$ cat src/rtl/adder_share_pkg.sv
// Shared defaults and helpers for the adder_share_arb slice.
// The optional carry-in feature of this slice is selected with ADD_SHARE_CIN_EN.
package adder_share_pkg;

  localparam int ADD_SHARE_WIDTH = 18;
  localparam int ADD_SHARE_NREQ  = 4;
  localparam int ADD_SHARE_BLK_W = 4;

  // Width of a requester index; never narrower than one bit.
  function automatic int add_share_id_w(input int n);
    return (n > 1) ? $clog2(n) : 1;
  endfunction

  // Look-ahead carry into bit 'pos' of a 4-bit block from its generate/propagate terms.
  function automatic logic cla_carry(input logic [3:0] g,
                                     input logic [3:0] p,
                                     input logic       ci,
                                     input int         pos);
    logic c;
    logic pp;
    c  = 1'b0;
    pp = 1'b1;
    for (int k = 3; k >= 0; k--) begin
      c  = (k < pos) ? (c | (g[k] & pp)) : c;
      pp = (k < pos) ? (pp & p[k]) : pp;
    end
    return c | (pp & ci);
  endfunction

endpackage

$ cat src/rtl/adder_share_arb_add_core.sv
// Combinational WIDTH-bit adder: 4-bit carry look-ahead blocks (plus a narrower
// remainder block) chained block-to-block; sum MSB is the carry-out.
module add_core
  import adder_share_pkg::*;
#(
  parameter int WIDTH = ADD_SHARE_WIDTH
) (
  input  logic [WIDTH-1:0] a_i,
  input  logic [WIDTH-1:0] b_i,
  input  logic             cin_i,
  output logic [WIDTH:0]   sum_o
);

  localparam int NBLK = (WIDTH + ADD_SHARE_BLK_W - 1) / ADD_SHARE_BLK_W;

  for (genvar blk = 0; blk < NBLK; blk++) begin : g_blk
    localparam int LO = blk * ADD_SHARE_BLK_W;
    localparam int BW = ((WIDTH - LO) < ADD_SHARE_BLK_W) ? (WIDTH - LO) : ADD_SHARE_BLK_W;

    logic [3:0] g_s;
    logic [3:0] p_s;
    logic       ci_s;
    logic       co_s;

    if (blk == 0) begin : g_first
      assign ci_s = cin_i;
    end else begin : g_chain
      assign ci_s = g_blk[blk-1].co_s;
    end

    assign g_s  = 4'(a_i[LO +: BW] & b_i[LO +: BW]);
    assign p_s  = 4'(a_i[LO +: BW] | b_i[LO +: BW]);
    assign co_s = cla_carry(g_s, p_s, ci_s, BW);

    for (genvar j = 0; j < BW; j++) begin : g_bit
      assign sum_o[LO + j] = a_i[LO + j] ^ b_i[LO + j] ^ cla_carry(g_s, p_s, ci_s, j);
    end
  end

  assign sum_o[WIDTH] = g_blk[NBLK-1].co_s;

endmodule

$ cat src/rtl/adder_share_arb.sv
// NREQ requesters share one add_core through a round-robin arbiter feeding a
// single registered result slot. Define ADD_SHARE_CIN_EN to add per-requester carry-in.
module adder_share_arb
  import adder_share_pkg::*;
#(
  parameter int NREQ  = ADD_SHARE_NREQ,
  parameter int WIDTH = ADD_SHARE_WIDTH
) (
  input  logic                            clk,
  input  logic                            rst_n,
  input  logic [NREQ-1:0]                 req_valid,
  output logic [NREQ-1:0]                 req_ready,
  input  logic [NREQ*WIDTH-1:0]           req_a,
  input  logic [NREQ*WIDTH-1:0]           req_b,
`ifdef ADD_SHARE_CIN_EN
  input  logic [NREQ-1:0]                 req_cin,
`endif
  output logic                            out_valid,
  input  logic                            out_ready,
  output logic [WIDTH:0]                  out_sum,
  output logic [add_share_id_w(NREQ)-1:0] out_id
);

  localparam int IDW = add_share_id_w(NREQ);

  logic [IDW-1:0]   ptr_q;
  logic [IDW-1:0]   ptr_d;
  logic             out_valid_q;
  logic             out_valid_d;
  logic [WIDTH:0]   out_sum_q;
  logic [WIDTH:0]   out_sum_d;
  logic [IDW-1:0]   out_id_q;
  logic [IDW-1:0]   out_id_d;

  logic [NREQ-1:0]  vrot_s;
  int               gnt_off_s;
  int               gnt_pos_s;
  logic             gnt_any_s;
  logic [IDW-1:0]   gnt_idx_s;
  logic [NREQ-1:0]  gnt_oh_s;
  logic             slot_free_s;
  logic             xfer_s;
  logic [WIDTH-1:0] a_sel_s;
  logic [WIDTH-1:0] b_sel_s;
  logic             cin_sel_s;
  logic [WIDTH:0]   sum_s;

  assign slot_free_s = !out_valid_q || out_ready;

  // Round-robin pick: rotate valids so the pointer sits at bit 0, take lowest set bit.
  always_comb begin
    vrot_s    = NREQ'({req_valid, req_valid} >> ptr_q);
    gnt_any_s = |vrot_s;
    gnt_off_s = 0;
    for (int off = NREQ - 1; off >= 0; off--) begin
      gnt_off_s = vrot_s[off] ? off : gnt_off_s;
    end
    gnt_pos_s = int'(ptr_q) + gnt_off_s;
    gnt_pos_s = (gnt_pos_s >= NREQ) ? (gnt_pos_s - NREQ) : gnt_pos_s;
    gnt_idx_s = IDW'(gnt_pos_s);
    gnt_oh_s  = gnt_any_s ? (NREQ'(1) << gnt_idx_s) : '0;
  end

  assign xfer_s    = slot_free_s && gnt_any_s;
  assign req_ready = xfer_s ? gnt_oh_s : '0;

  // AND-OR operand mux keyed by the one-hot grant.
  always_comb begin
    a_sel_s = '0;
    b_sel_s = '0;
    for (int i = 0; i < NREQ; i++) begin
      a_sel_s = a_sel_s | (req_a[i*WIDTH +: WIDTH] & {WIDTH{gnt_oh_s[i]}});
      b_sel_s = b_sel_s | (req_b[i*WIDTH +: WIDTH] & {WIDTH{gnt_oh_s[i]}});
    end
`ifdef ADD_SHARE_CIN_EN
    cin_sel_s = |(req_cin & gnt_oh_s);
`else
    cin_sel_s = 1'b0;
`endif
  end

  add_core #(
    .WIDTH (WIDTH)
  ) u_add_core (
    .a_i   (a_sel_s),
    .b_i   (b_sel_s),
    .cin_i (cin_sel_s),
    .sum_o (sum_s)
  );

  // Result slot and pointer next-state: load on transfer, drain on consumer accept.
  always_comb begin
    out_valid_d = out_valid_q;
    out_sum_d   = out_sum_q;
    out_id_d    = out_id_q;
    ptr_d       = ptr_q;
    if (xfer_s) begin
      out_valid_d = 1'b1;
      out_sum_d   = sum_s;
      out_id_d    = gnt_idx_s;
      ptr_d       = (gnt_idx_s == IDW'(NREQ - 1)) ? '0 : (gnt_idx_s + IDW'(1));
    end else if (out_ready) begin
      out_valid_d = 1'b0;
    end else begin
      out_valid_d = out_valid_q;
    end
  end

  // State registers; reset drops any pending result and restores requester 0 priority.
  always_ff @(posedge clk or negedge rst_n) begin
    if (!rst_n) begin
      out_valid_q <= 1'b0;
      out_sum_q   <= '0;
      out_id_q    <= '0;
      ptr_q       <= '0;
    end else begin
      out_valid_q <= out_valid_d;
      out_sum_q   <= out_sum_d;
      out_id_q    <= out_id_d;
      ptr_q       <= ptr_d;
    end
  end

  assign out_valid = out_valid_q;
  assign out_sum   = out_sum_q;
  assign out_id    = out_id_q;

endmodule
$ cat config.mk
export PLATFORM = sky130hd
export DESIGN_NAME = adder_share_arb
export DESIGN_NICKNAME = d
export VERILOG_FILES = /design/src/rtl/adder_share_pkg.sv /design/src/rtl/adder_share_arb_add_core.sv /design/src/rtl/adder_share_arb.sv
export SDC_FILE = /design/constraint.sdc
export NUM_CORES = 1
export LEC_CHECK = 0
export CAP_MARGIN = 15
export CORE_MARGIN = 1.5
export CORE_UTILIZATION = 40
export CTS_CLUSTER_DIAMETER = 50
export DETAILED_ROUTE_END_ITERATION = 8
export HOLD_SLACK_MARGIN = 0.1
export PLACE_DENSITY_LB_ADDON = 0.1
export SLEW_MARGIN = 5
export SYNTH_ARGS = -nofsm -noshare
export SYNTH_HDL_FRONTEND = slang
export SYNTH_SLANG_ARGS = --single-unit
$ cat constraint.sdc
create_clock -name clk -period 7.23 [get_ports clk]
set_input_delay 1.446 -clock clk [delete_from_list [all_inputs] [get_ports clk]]
set_output_delay 1.446 -clock clk [all_outputs]
set_load 0.05 [all_outputs]
==> out/summary.txt, run 1 <==
Clk pin slew, worst setup/hold paths = 100 ps
Sequential cell area fraction in the yosys report = 18.30%
Initial antenna violation count = 0
Post-synth EDFFs = 0
Worst EP required = 7430 ps
CORE AREA = 0.007848 sq mm
Clk sinks = 24
Die width = 93.58 um
Drt drc = 0
Crit. End Element = flop
RSZ-0062 raised after global routing = no
N_diodes = 0
Critical path's largest stage delay = 630 ps
Row cnt = 32
Pin count of the biggest net entering global routing = 57
Initial core utilization = 41.82%
Syn nets = 594
Dpl hpwl = 8.618 mm
Fin. Hold Viols = 0
GRT Residual Overflow = 0
Area contributors post-synth = dfrtp_1 18%, ha_1 14%, mux2i_1 9.1%
Fin worst setup slack = 560.9 ps
Layout cells sized above 1 = 4.085%
Number of synthesized register bits = 24
Asr flop ratio synth = 100.0%
Total CTS buffers = 3
First-pass GRT wire length = 16.85 mm
HP Class = flop to flop
Area leader, netlist = dfrtp_1
PortBufs = 176
Status = complete, no violations
Synth unique cells = 43
CTS H-tree depth = 1
Number of max-cap violations = 0
Detailed Route Iter0 Violations = 118
Root buffer cell = clkbuf_8
Slew margin rel. = 35.02%
Fmax = 0.1499 GHz
Die area = 0.008757 sq mm
Nets = 757
Worst Tran Pin Value = 966.7 ps
Setup crit start kind = input pin
Crit share post-route = 92.24%
Ys Warns = 0
Post-synth top flop = dfrtp_1
Critical path's slowest cell = clkdlybuf4s50_1
Vias in the first global route = 3,518
Routed Antenna Nets = 0
Crit path time final = 6669 ps
Post-synth top area share = 18.30%
Final GP Congestion = 0.8906
DRT Pass-1 Iters = 4
Critical-path maximum fanout = 20
WP data arrival = 6870 ps
Total Neg Setup Slack = 0 ps
WL final = 10.67 mm
Area delta synth->final = 58.75%
Skew-Pair Late Insertion Delay = 270 ps
Vias = 3,614
GR Util All Layers = 23.97%
Reg-to-reg setup timing slack = 1990 ps
Post-CTS Hold Buffers = 0
Syn avg cell area = 8.184 sq um
Die H = 93.58 um
Routed len/inst = 16.05 um
Slew Limit Fails = 0
Worst slack at placement = 305.2 ps
Final Skew = 1.515 ps
CP Class = input pin to flop
Gate Count Post-Synth = 401
Mapped Area = 0.003282 sq mm
Clock buffer depth = 2
Post-CTS setup buffer count = 0
Final setup viols = 0
Cell seen most often among critical-path stages = ha_1
CP Cell Sequence = clkdlybuf4s50_1, inv_1, o21ai_0, a21oi_1, o31a_1, ha_1, ha_1, and2_1, a22oi_1, o21a_1, ha_1, or4_1, o22ai_1, a21oi_1, o21ai_1, buf_4, a21boi_0, fa_1, xor2_1, o21ai_0
IO Count = 177
Via density = 5.435
CTS tree = done
[Yosys cell counts (all sizes together), types with 3 or more instances]
library cell and count:
a31oi 9, o21a 26, nand2 39, dfrtp 24
xnor2 3, o31ai 3, nand3b 17, nor2b 9
ha 37, nor2 19, a22oi 28, a21oi 17
nor3 6, clkbuf 17, a21o 8, fa 5
xor2 9, inv 8, mux2i 30, nand2b 4
buf 11, o21ai 48, or4 4
[worst max-delay path: cells and delay by family]
family	cells	cell delay [ps]
compound gates	10	1780
fa+ha+maj	4	1500
simple gates	2	1050
buf+inv	3	920
xor+xnor	1	150
[final timing paths]
kind | start | to | cells after the start
min reg2reg | out_id[1] | out_id[1] | 2
min | out_id[1] | out_id[1] | 2
max in group asynchronous | rst_n | out_sum[8] | 2
max | req_valid[0] | out_sum[17] | 20
min in group asynchronous | rst_n | out_id[1] | 2
max reg2reg | ptr_q[1] | out_sum[17] | 20
[cell type report]
cell class              count  area (sq um)
multi-input cells         341          2534
clock inverters             1         30.03
inverters                   8         30.03
clock buffers               3         41.29
fillers                   688          2638
repair buffers            186          1847
flip-flops and latches     24         600.6
well taps                 102         127.6
[through the flow]
step / utilization (%) / hold slack (ps) / cells / area [sq um]
after global routing: 66.39 / 523.7 / 665 / 5210
after floorplan: - / 567.1 / 401 / 3282
after detailed placement: 65.40 / 470.1 / 661 / 5132
after CTS: 66.31 / 492.5 / 665 / 5204
final: 66.39 / 485.9 / 665 / 5210
after global placement: 65.40 / 459.8 / 661 / 5132
[sequential cells by signal (all words and copies together) (netlist names)]
signal,count
out_valid,1
ptr_q,2
out_sum,19
out_id,2
[logic make-up (layout without fill, tap and decap cells)]
logic type                 Yosys count  in the layout  share of synthesized area (%)
AOI/OAI and AO/OA                  151            151                          30.08
xor gates and xnor gates            12             12                          3.775
adders and majority gates           42             42                          17.16
buffers and inverters               36            198                          4.956
DFF                                 24             24                          18.30
muxes                               30             30                          9.150
and+or+nand+nor                    106            106                          16.58
[repair_timing]
item	in CTS	in global routing
setup endpoints to repair	0	1
endpoints found under the hold margin	0	0
gates resized for setup	0	1
[cells in the final DEF, fill, tap and decap left out, drive strengths merged, types with 19 or more instances in the layout]
cell,synthesis,layout
mux2i,30,30
clkdlybuf4s50,0,175
a22oi,28,28
nand2,39,39
dfrtp,24,24
ha,37,37
o21a,26,26
nor2,19,19
o21ai,48,48
[per-layer routing]
| metal | GRT usage [%] | wire length, um | vias up |
|---|---|---|---|
| li1 | - | - | 1794 |
| met1 | 29.97 | 4416 | 1690 |
| met2 | 43.18 | 5512 | 124 |
| met3 | 3.740 | 669 | 6 |
| met4 | 5.100 | 73 | 0 |
| met5 | 0 | 0 | - |
Power of run 1 is left out: the tool's default activity adds up to more than one toggle a clock period on the data nets, which glitch-free logic cannot reach.
==> inputs of run 2 (changes only) <==
Settings changed: MAX_ROUTING_LAYER set to met4, PLACE_DENSITY set to 0.82, PLACE_DENSITY_LB_ADDON 0.1 to not set.
==> run 2 against run 1 <==
  * Wire length grew 1.1%
  * Flip-flop and latch count stayed put
  * First-iteration DRC count rose by 1.7%
  * Largest cell class unchanged
  * Critical endpoint unchanged
==> out/summary.txt, run 2 (synthesis gave the netlist of run 1 again) <==
Fin. Hold Viols = 0 (unchanged)
Critical path's slowest cell = clkdlybuf4s50_1
Initial antenna violation count = 0 (unchanged)
Crit. End Element = flop
Slew Limit Fails = 0 (unchanged)
Clock buffer depth = 2 (unchanged)
Total Neg Setup Slack = 0 ps (unchanged)
CORE AREA = 0.007848 sq mm (unchanged)
Clk pin slew, worst setup/hold paths = 90 ps (about the same)
Final instance area = 0.005160 sq mm (-0.96%)
Worst EP required = 7420 ps (about the same)
Commonest non-fill, non-tap cell in the layout = clkdlybuf4s50_1
Post-CTS Resized = 0 (unchanged)
Layout cells sized above 1 = 3.393% (-0.69 points)
Max reg flops = 19 (unchanged)
Footprint of the multi-input gates = 0.002522 sq mm (-0.44%)
CTS tree = done
Setup crit start kind = input pin
Pin count of the biggest net entering global routing = 57 (unchanged)
Routed len/inst = 16.29 um (+1.5%)
Via density = 5.535 (+1.8%)
Detailed Route Iter0 Violations = 120 (+1.7%)
Finished Core Util = 65.75% (-0.64 points)
Worst slack at placement = -73.78 ps (-378.9 ps)
Die area = 0.008757 sq mm (unchanged)
IO Count = 177 (unchanged)
First-pass GRT wire length = 17.16 mm (+1.8%)
# fillers = 662 (-3.8%)
WP data arrival = 7000 ps (+130 ps)
Post-CTS Hold Buffers = 0 (unchanged)
Vias in the first global route = 3,702 (+5.2%)
Fin worst setup slack = 420.2 ps (-140.7 ps)
FF+latch area = 600.6 sq um (unchanged)
N_diodes = 0 (unchanged)
Worst Tran Pin Value = 694.5 ps (-272.2 ps)
Initial core utilization = 41.82% (unchanged)
Die H = 93.58 um (unchanged)
Row cnt = 32 (unchanged)
Final setup viols = 0 (unchanged)
Slew margin rel. = 53.53% (+19 points)
Drt drc = 0 (unchanged)
Final Skew = 4.512 ps (+2.996 ps)
CP Cell Sequence = clkdlybuf4s50_1, inv_1, o21ai_0, a21oi_1, o31a_1, ha_1, xor2_1, xnor2_4, ha_1, and2_2, a22oi_1, o21a_1, ha_1, or4_1, o22ai_1, a21oi_1, o21ai_1, a21boi_0, fa_1, xor2_1, o21ai_0
RSZ-0062 raised after global routing = no
Crit share post-route = 94.19% (+1.9 points)
Dpl cell area = 0.005111 sq mm (-0.41%)
HP Class = flop to flop
Vias = 3,664 (+1.4%)
Skew-Pair Late Insertion Delay = 270 ps (about the same)
Final GP Congestion = 0.8989 (+0.93%)
Dpl hpwl = 8.617 mm (about the same)
Root buffer cell = clkbuf_8
PortBufs = 176 (unchanged)
GR Util All Layers = 25.18% (+1.2 points)
Critical path's largest stage delay = 610 ps (-20 ps)
Crit path time final = 6810 ps (+140.7 ps)
Area delta synth->final = 57.22%
Clk sinks = 24 (unchanged)
Routed Antenna Nets = 0 (unchanged)
Die width = 93.58 um (unchanged)
Post-CTS setup buffer count = 0 (unchanged)
Nets = 755 (-0.26%)
Total CTS buffers = 3 (unchanged)
Fmax = 0.1468 GHz (-2.1%)
Cell seen most often among critical-path stages = ha_1
CTS H-tree depth = 1 (unchanged)
Critical-path maximum fanout = 15 (-25%)
CP Class = input pin to flop
Status = complete, no violations
GRT Residual Overflow = 0 (unchanged)
Commonest cells after routing, fill and taps aside = 175 x clkdlybuf4s50_1, 39 x nand2_1, 37 x ha_1
Number of max-cap violations = 0 (unchanged)
WL final = 10.79 mm (+1.1%)
DRT Pass-1 Iters = 4 (unchanged)
==> run 2: per-layer routing <==
metal	vias up	routed length, um	track usage [%]	share of wire (%)
met5	-	0	-	0
met4	0	195	7.463	1.8
met3	20	859	3.740	8.0
met2	170	5224	43.42	48
met1	1695	4507	30.39	42
li1	1779	-	-	-
==> run 2: stage by stage <==
| stage | hold WS [ps] | instances |
|---|---|---|
| floorplan | 567.1 | 401 |
| global placement | 458.9 | 659 |
| detailed placement | 466.2 | 659 |
| CTS | 488.2 | 662 |
| global route | 518.8 | 662 |
| finish | 484.8 | 662 |
==> run 2: final timing paths <==
check	end	slack (ps)	cells after the start	from
min in group asynchronous	out_valid	1560	2	rst_n
min reg2reg	out_sum[0]	480	2	out_sum[0]
max in group asynchronous	out_sum[8]	5420	2	rst_n
max reg2reg	out_sum[17]	1870	21	ptr_q[1]
min	out_sum[0]	480	2	out_sum[0]
max	out_sum[17]	420	21	req_valid[0]
==> run 2: layout make-up <==
class	instances	area share, %
multi-input combinational	341	48.88
inverter	8	0.5820
clock buffer	3	0.8002
sequential	24	11.64
tap	102	2.473
timing repair buffer	184	35.62
==> run 2: worst max-delay path: cells and delay by family <==
| kind | cells | cell delay, ps |
|---|---|---|
| xor+xnor | 3 | 630 |
| buf+inv | 2 | 750 |
| fa+ha+maj | 4 | 1200 |
| compound gates | 10 | 2030 |
| simple gates | 2 | 930 |
Power of run 2 is left out for the same reason.
